`config.mk`:
```
export PLATFORM = sky130hd
export DESIGN_NAME = key_led_mode_ctrl
export DESIGN_NICKNAME = d
export VERILOG_FILES = /design/src/rtl/key_led_pkg.sv /design/src/rtl/ms_tick_gen.sv /design/src/rtl/key_led_mode_ctrl.sv
export SDC_FILE = /design/constraint.sdc
export NUM_CORES = 1
export LEC_CHECK = 0
export BUFFER_PORTS_ARGS = -buffer_cell sky130_fd_sc_hd__buf_2
export CORE_UTILIZATION = 54
export CTS_CLUSTER_DIAMETER = 200
export DETAILED_ROUTE_END_ITERATION = 12
export PLACE_DENSITY = 0.82
export SLEW_MARGIN = 20
export SYNTH_ARGS = -nofsm -noshare
export SYNTH_HDL_FRONTEND = slang
export SYNTH_SLANG_ARGS = --single-unit
```
`constraint.sdc`:
```
create_clock -name sclk -period 2.2 [get_ports sclk]
set_input_delay 0.22 -clock sclk [delete_from_list [all_inputs] [get_ports sclk]]
set_output_delay 0.22 -clock sclk [all_outputs]
set_load 0.01 [all_outputs]
```
`src/rtl/key_led_pkg.sv`:
```
// Shared encodings for the key/LED mode controller and its helpers.
package key_led_pkg;

    localparam logic [1:0] MODE_OFF  = 2'd0;
    localparam logic [1:0] MODE_ON   = 2'd1;
    localparam logic [1:0] MODE_SLOW = 2'd2;
    localparam logic [1:0] MODE_FAST = 2'd3;

    typedef enum logic [1:0] {
        CLS_IDLE = 2'd0,
        CLS_WAIT = 2'd1,
        CLS_HOLD = 2'd2
    } cls_state_t;

    // Short-press mode sequence; FAST rolls back to OFF by design.
    function automatic logic [1:0] next_mode(input logic [1:0] m);
        return m + 2'd1;
    endfunction

endpackage

```
`src/rtl/ms_tick_gen.sv`:
```
// 1 ms tick generator: one-cycle registered pulse every SCLK_FREQ/1000 cycles.
module ms_tick_gen #(
    parameter int SCLK_FREQ = 50_000_000
) (
    input  logic sclk,
    input  logic nrst,
    output logic ms_tick
);

    localparam int DIV = SCLK_FREQ / 1000;
    localparam int CW  = $clog2(DIV) + 1;
    localparam logic [CW-1:0] LAST = CW'(DIV - 1);

    logic [CW-1:0] r_cnt;
    logic          r_tick;

    // Prescaler 0..DIV-1; the tick fires on wrap, so the first one lands on cycle DIV.
    always_ff @(posedge sclk or negedge nrst) begin
        if (!nrst) begin
            r_cnt  <= '0;
            r_tick <= 1'b0;
        end else if (r_cnt == LAST) begin
            r_cnt  <= '0;
            r_tick <= 1'b1;
        end else begin
            r_cnt  <= r_cnt + CW'(1);
            r_tick <= 1'b0;
        end
    end

    assign ms_tick = r_tick;

endmodule

```
`src/rtl/key_led_mode_ctrl.sv`:
```
// Key-pulse classifier, LED mode sequencer and blink generator.
//
// Classifier states:
//   state    | meaning
//   CLS_IDLE | no pulse group in progress
//   CLS_WAIT | group open, counting pulses; window expiry means short press
//   CLS_HOLD | long press already reported; absorb repeats until the key is released
module key_led_mode_ctrl
    import key_led_pkg::*;
#(
    parameter int SCLK_FREQ     = 50_000_000,
    parameter int SLOW_HALF_MS  = 500,
    parameter int FAST_HALF_MS  = 100,
    parameter int REPEAT_WIN_MS = 120,
    parameter int LONG_COUNT    = 3
) (
    input  logic       sclk,
    input  logic       nrst,
    input  logic       key_pulse,
    output logic       led,
    output logic [1:0] mode,
    output logic       short_evt,
    output logic       long_evt
);

    localparam int WIN_W     = $clog2(REPEAT_WIN_MS) + 1;
    localparam int REP_W     = $clog2(LONG_COUNT) + 1;
    localparam int BLINK_MAX = (SLOW_HALF_MS > FAST_HALF_MS) ? SLOW_HALF_MS : FAST_HALF_MS;
    localparam int BLK_W     = $clog2(BLINK_MAX) + 1;

    localparam logic [WIN_W-1:0] WIN_LAST  = WIN_W'(REPEAT_WIN_MS - 1);
    localparam logic [REP_W-1:0] REP_LONG  = REP_W'(LONG_COUNT);
    localparam logic [BLK_W-1:0] SLOW_LAST = BLK_W'(SLOW_HALF_MS - 1);
    localparam logic [BLK_W-1:0] FAST_LAST = BLK_W'(FAST_HALF_MS - 1);

    logic             w_ms_tick;
    cls_state_t       r_cls, w_cls_nxt;
    logic [WIN_W-1:0] r_win, w_win_nxt;
    logic [REP_W-1:0] r_rep, w_rep_nxt, w_rep_inc;
    logic             r_short, r_long, w_short_nxt, w_long_nxt;
    logic [1:0]       r_mode, w_mode_nxt;
    logic             r_led, w_led_nxt;
    logic [BLK_W-1:0] r_blink, w_blink_nxt, w_half_last;

    ms_tick_gen #(.SCLK_FREQ(SCLK_FREQ)) u_ms_tick (
        .sclk    (sclk),
        .nrst    (nrst),
        .ms_tick (w_ms_tick)
    );

    assign w_rep_inc = r_rep + REP_W'(1);

    // Classifier next state: a pulse always beats a coincident window-expiry tick.
    always_comb begin
        w_cls_nxt   = r_cls;
        w_win_nxt   = r_win;
        w_rep_nxt   = r_rep;
        w_short_nxt = 1'b0;
        w_long_nxt  = 1'b0;
        case (r_cls)
            CLS_IDLE: begin
                if (key_pulse) begin
                    w_cls_nxt = CLS_WAIT;
                    w_win_nxt = '0;
                    w_rep_nxt = REP_W'(1);
                end
            end
            CLS_WAIT: begin
                if (key_pulse) begin
                    w_win_nxt = '0;
                    w_rep_nxt = w_rep_inc;
                    if (w_rep_inc == REP_LONG) begin
                        w_cls_nxt  = CLS_HOLD;
                        w_long_nxt = 1'b1;
                    end
                end else if (w_ms_tick) begin
                    if (r_win == WIN_LAST) begin
                        w_cls_nxt   = CLS_IDLE;
                        w_short_nxt = 1'b1;
                        w_win_nxt   = '0;
                        w_rep_nxt   = '0;
                    end else begin
                        w_win_nxt = r_win + WIN_W'(1);
                    end
                end
            end
            CLS_HOLD: begin
                if (key_pulse) begin
                    w_win_nxt = '0;
                end else if (w_ms_tick) begin
                    if (r_win == WIN_LAST) begin
                        w_cls_nxt = CLS_IDLE;
                        w_win_nxt = '0;
                        w_rep_nxt = '0;
                    end else begin
                        w_win_nxt = r_win + WIN_W'(1);
                    end
                end
            end
            default: begin
                w_cls_nxt = CLS_IDLE;
                w_win_nxt = '0;
                w_rep_nxt = '0;
            end
        endcase
    end

    // Mode sequencing on the same edge the strobe is registered; long wins.
    always_comb begin
        w_mode_nxt = r_mode;
        if (w_long_nxt) begin
            w_mode_nxt = MODE_OFF;
        end else if (w_short_nxt) begin
            w_mode_nxt = next_mode(r_mode);
        end
    end

    assign w_half_last = (w_mode_nxt == MODE_SLOW) ? SLOW_LAST : FAST_LAST;

    // LED waveform: steady in OFF/ON, blink restarts high whenever a blink mode is entered.
    always_comb begin
        w_led_nxt   = r_led;
        w_blink_nxt = r_blink;
        case (w_mode_nxt)
            MODE_OFF: begin
                w_led_nxt   = 1'b0;
                w_blink_nxt = '0;
            end
            MODE_ON: begin
                w_led_nxt   = 1'b1;
                w_blink_nxt = '0;
            end
            default: begin
                if (w_mode_nxt != r_mode) begin
                    w_led_nxt   = 1'b1;
                    w_blink_nxt = '0;
                end else if (w_ms_tick) begin
                    if (r_blink == w_half_last) begin
                        w_led_nxt   = ~r_led;
                        w_blink_nxt = '0;
                    end else begin
                        w_blink_nxt = r_blink + BLK_W'(1);
                    end
                end
            end
        endcase
    end

    // State and output registers.
    always_ff @(posedge sclk or negedge nrst) begin
        if (!nrst) begin
            r_cls   <= CLS_IDLE;
            r_win   <= '0;
            r_rep   <= '0;
            r_short <= 1'b0;
            r_long  <= 1'b0;
            r_mode  <= MODE_OFF;
            r_led   <= 1'b0;
            r_blink <= '0;
        end else begin
            r_cls   <= w_cls_nxt;
            r_win   <= w_win_nxt;
            r_rep   <= w_rep_nxt;
            r_short <= w_short_nxt;
            r_long  <= w_long_nxt;
            r_mode  <= w_mode_nxt;
            r_led   <= w_led_nxt;
            r_blink <= w_blink_nxt;
        end
    end

    assign led       = r_led;
    assign mode      = r_mode;
    assign short_evt = r_short;
    assign long_evt  = r_long;

endmodule
```
==> reports/metrics.cfg <==
[status]
status = finished with violations
failed_checks = hold timing

[clocking]
cts_root_buffer = clkbuf_8
clock_tree.buffer_depth = 2
clk_pin_slew_ns = 0.09
cts-htree-levels = 2
clock-sinks = 46
cts_hold_buf = 0
cts_tree = built
clk_latency_ns = 0.30
cts_buffers = 5

[yosys]
syn_area_mm2 = 0.00261
synth_area_leaders = dfrtp_1 (44%), xor2_1 (6.0%), ha_1 (4.3%)
synthArstFlopShare_pct = 100
synth.largest_area_cell = dfrtp_1
synthFlopType = dfrtp_1
synth_nets = 273
yosys_warnings = 0
synth_edf_count = 0
yosysSeqAreaShare_pct = 44.1
syn_inst = 261
postSynthAreaPerCell_um2 = 10.0
ys_ff_latch = 46
synth_top_area_share_pct = 44.1
ys_types = 56
synth_most_common_cell = dfrtp_1
synth_commonest_cells = dfrtp_1 (46), nor2_1 (28), nand2_1 (18), xor2_1 (18), nand3_1 (17)

[hold_path]
hp-class = input port to async pin

[grt]
grt.overflow.total = 0
grt_usage_pct = 21.1
grt_pass1_vias = 1943
grt_pass1_wl_um = 8560
antenna_found_initial = 0
grt_start_max_net_pins = 47

[die]
core-area_mm2 = 0.00450
initial_core_util_pct = 58.0
fp-row-count = 24
dieArea_mm2 = 0.00512
chipWidth_um = 71.5
ios = 8
die_y_um = 71.5

[power_and_ir_drop]
peakVddDrop_mv = 0.529
p_total_w = 0.00221
p_leak_nw = 1.33
p_per_area_mw_per_mm2 = 771

[timing]
max_slew.worst_pin.slew_ns = 0.587
max_freq_ghz = 0.503
rsz0062_at_grt = false
finalHoldViolations = 27
skew_ns = 0.00917
maxSlewViolCount = 0
setup_slack_ns = 0.212
tns_ns = 0
slew-limit-headroom_pct = 60.4
min_period_ns = 1.99
fin_crit_sh_pct = 90.3
final-setup-viol-count = 0
whs_ns = -0.0153

[job]
maxCapViolations = 0

[critical_path]
crit_family = compound AO/OA/AOI/OAI gates
critical_path_class = flip-flop to flip-flop
r2r.worst_path.cells = 7
worstSetupEndpoint = r_blink[6]
r2r_start = r_cls[1]
endpoint_kind = flip-flop
required_ns = 2.39
slowest_delay_ns = 0.50
cp_data_arrival_time_ns = 2.17
crit_start = r_cls[1]
crit_path_start_kind = flip-flop
cp_max_fo = 7
r2r_slack_ns = 0.21
r2r-end = r_blink[6]
slowest_stage = o21ai_0
worst-path-stages = 7
cp.buffers_inverters = 1
crit_chain = inv_1 > ha_1 > nand3_1 > o21ai_0 > nor2_2 > o211ai_2 > nor2_1

[route]
initialDrtViolationCount = 198
wl_per_cell_um = 14.6
num_vias = 1965
wirelength_um = 4780
avgViaCountPerCell = 5.99
drcViolationCount = 0
drtPass1Iterations = 5
final_antenna_net_count = 0

[placed_design]
dp_slack_ns = 0.252
place_congestion = 0.880
dp.cells = 320
io_buffers = 7
dp_hpwl_um = 3300

[layout]
syn_to_final_growth_pct = 9.92
finalNonFillerCells = 328
final_nets = 287
n_antenna_cell = 0
drive_above_1_share_pct = 13.8
fillers = 347
final_core_util_pct = 63.7

==> cells by family after synthesis <==
family	count (synthesis)	share of synthesized area, %
adder cells (fa/ha/maj)	9	4.31
AND/OR/NAND/NOR	124	29.0
AO/OA/AOI/OAI	41	10.9
buffers and inverters	13	2.20
multiplexers	2	0.767
XOR/XNOR	26	8.72
flip-flops	46	44.1
==> worst min path at each step <==
stage	endpoint
2_1_floorplan	led
3_3_place_gp	r_rep[2]
3_5_place_dp	r_rep[2]
4_1_cts	r_blink[8]
5_1_grt	r_cls[1]
6_report	r_rep[2]
==> layer usage <==
| layer | up-vias | GRT usage [%] | wire (um) |
|---|---|---|---|
| li1 | 969 | - | - |
| met1 | 942 | 28.4 | 2250 |
| met2 | 48 | 34.9 | 2290 |
| met3 | 6 | 5.06 | 196 |
| met4 | 0 | 5.01 | 50 |
| met5 | - | 0 | 0 |
==> repair_timing <==
action	4_1_cts	5_1_grt
setup buffers	0	0
gates resized for setup	0	1
endpoints found under the setup margin	0	6
==> final cells by class <==
class	instances	area, um2	share of cell area, %
Clock buffer	6	82.6	2.88
Clock inverter	2	60.1	2.09
Inverter	7	26.3	0.915
Multi-Input combinational cell	202	1410	49.0
Sequential cell	46	1150	40.1
Tap cell	52	65.1	2.27
Timing Repair Buffer	13	80.1	2.79
==> sequential cells by signal, summed over array words and instances (netlist names), 2 cells and up <==
name and flops:
r_win 8, u_ms_tick.r_cnt 17, r_rep 3, r_cls 2
mode 2, r_blink 10
==> placed cells by master, fill, tap and decap left out, types with 7 or more instances in the layout <==
cell type	count
ha_1	9
o21ai_0	12
xor2_1	18
xnor2_1	8
and3_1	9
buf_2	7
nand2_1	18
inv_1	7
nor2_1	27
dfrtp_1	46
nand4_1	12
nand3_1	17
==> power breakdown <==
group	total, W	internal (W)	switching (W)	leakage (nW)
registers	0.000952	0.000898	0.0000546	0.622
clock network	0.000774	0.000484	0.000290	0.0714
logic	0.000488	0.000193	0.000295	0.639
total	0.00221	0.00157	0.000639	1.33
==> stage by stage <==
stage | hold slack, ns | cell area [um2]
after floorplan | -0.0756 | 2610
after global placement | 0.335 | 2730
after detailed placement | 0.339 | 2730
after CTS | 0.00748 | 2870
after global routing | 0.0392 | 2870
final | -0.0153 | 2870
No activity file was read; power rests on OpenSTA's default activity.
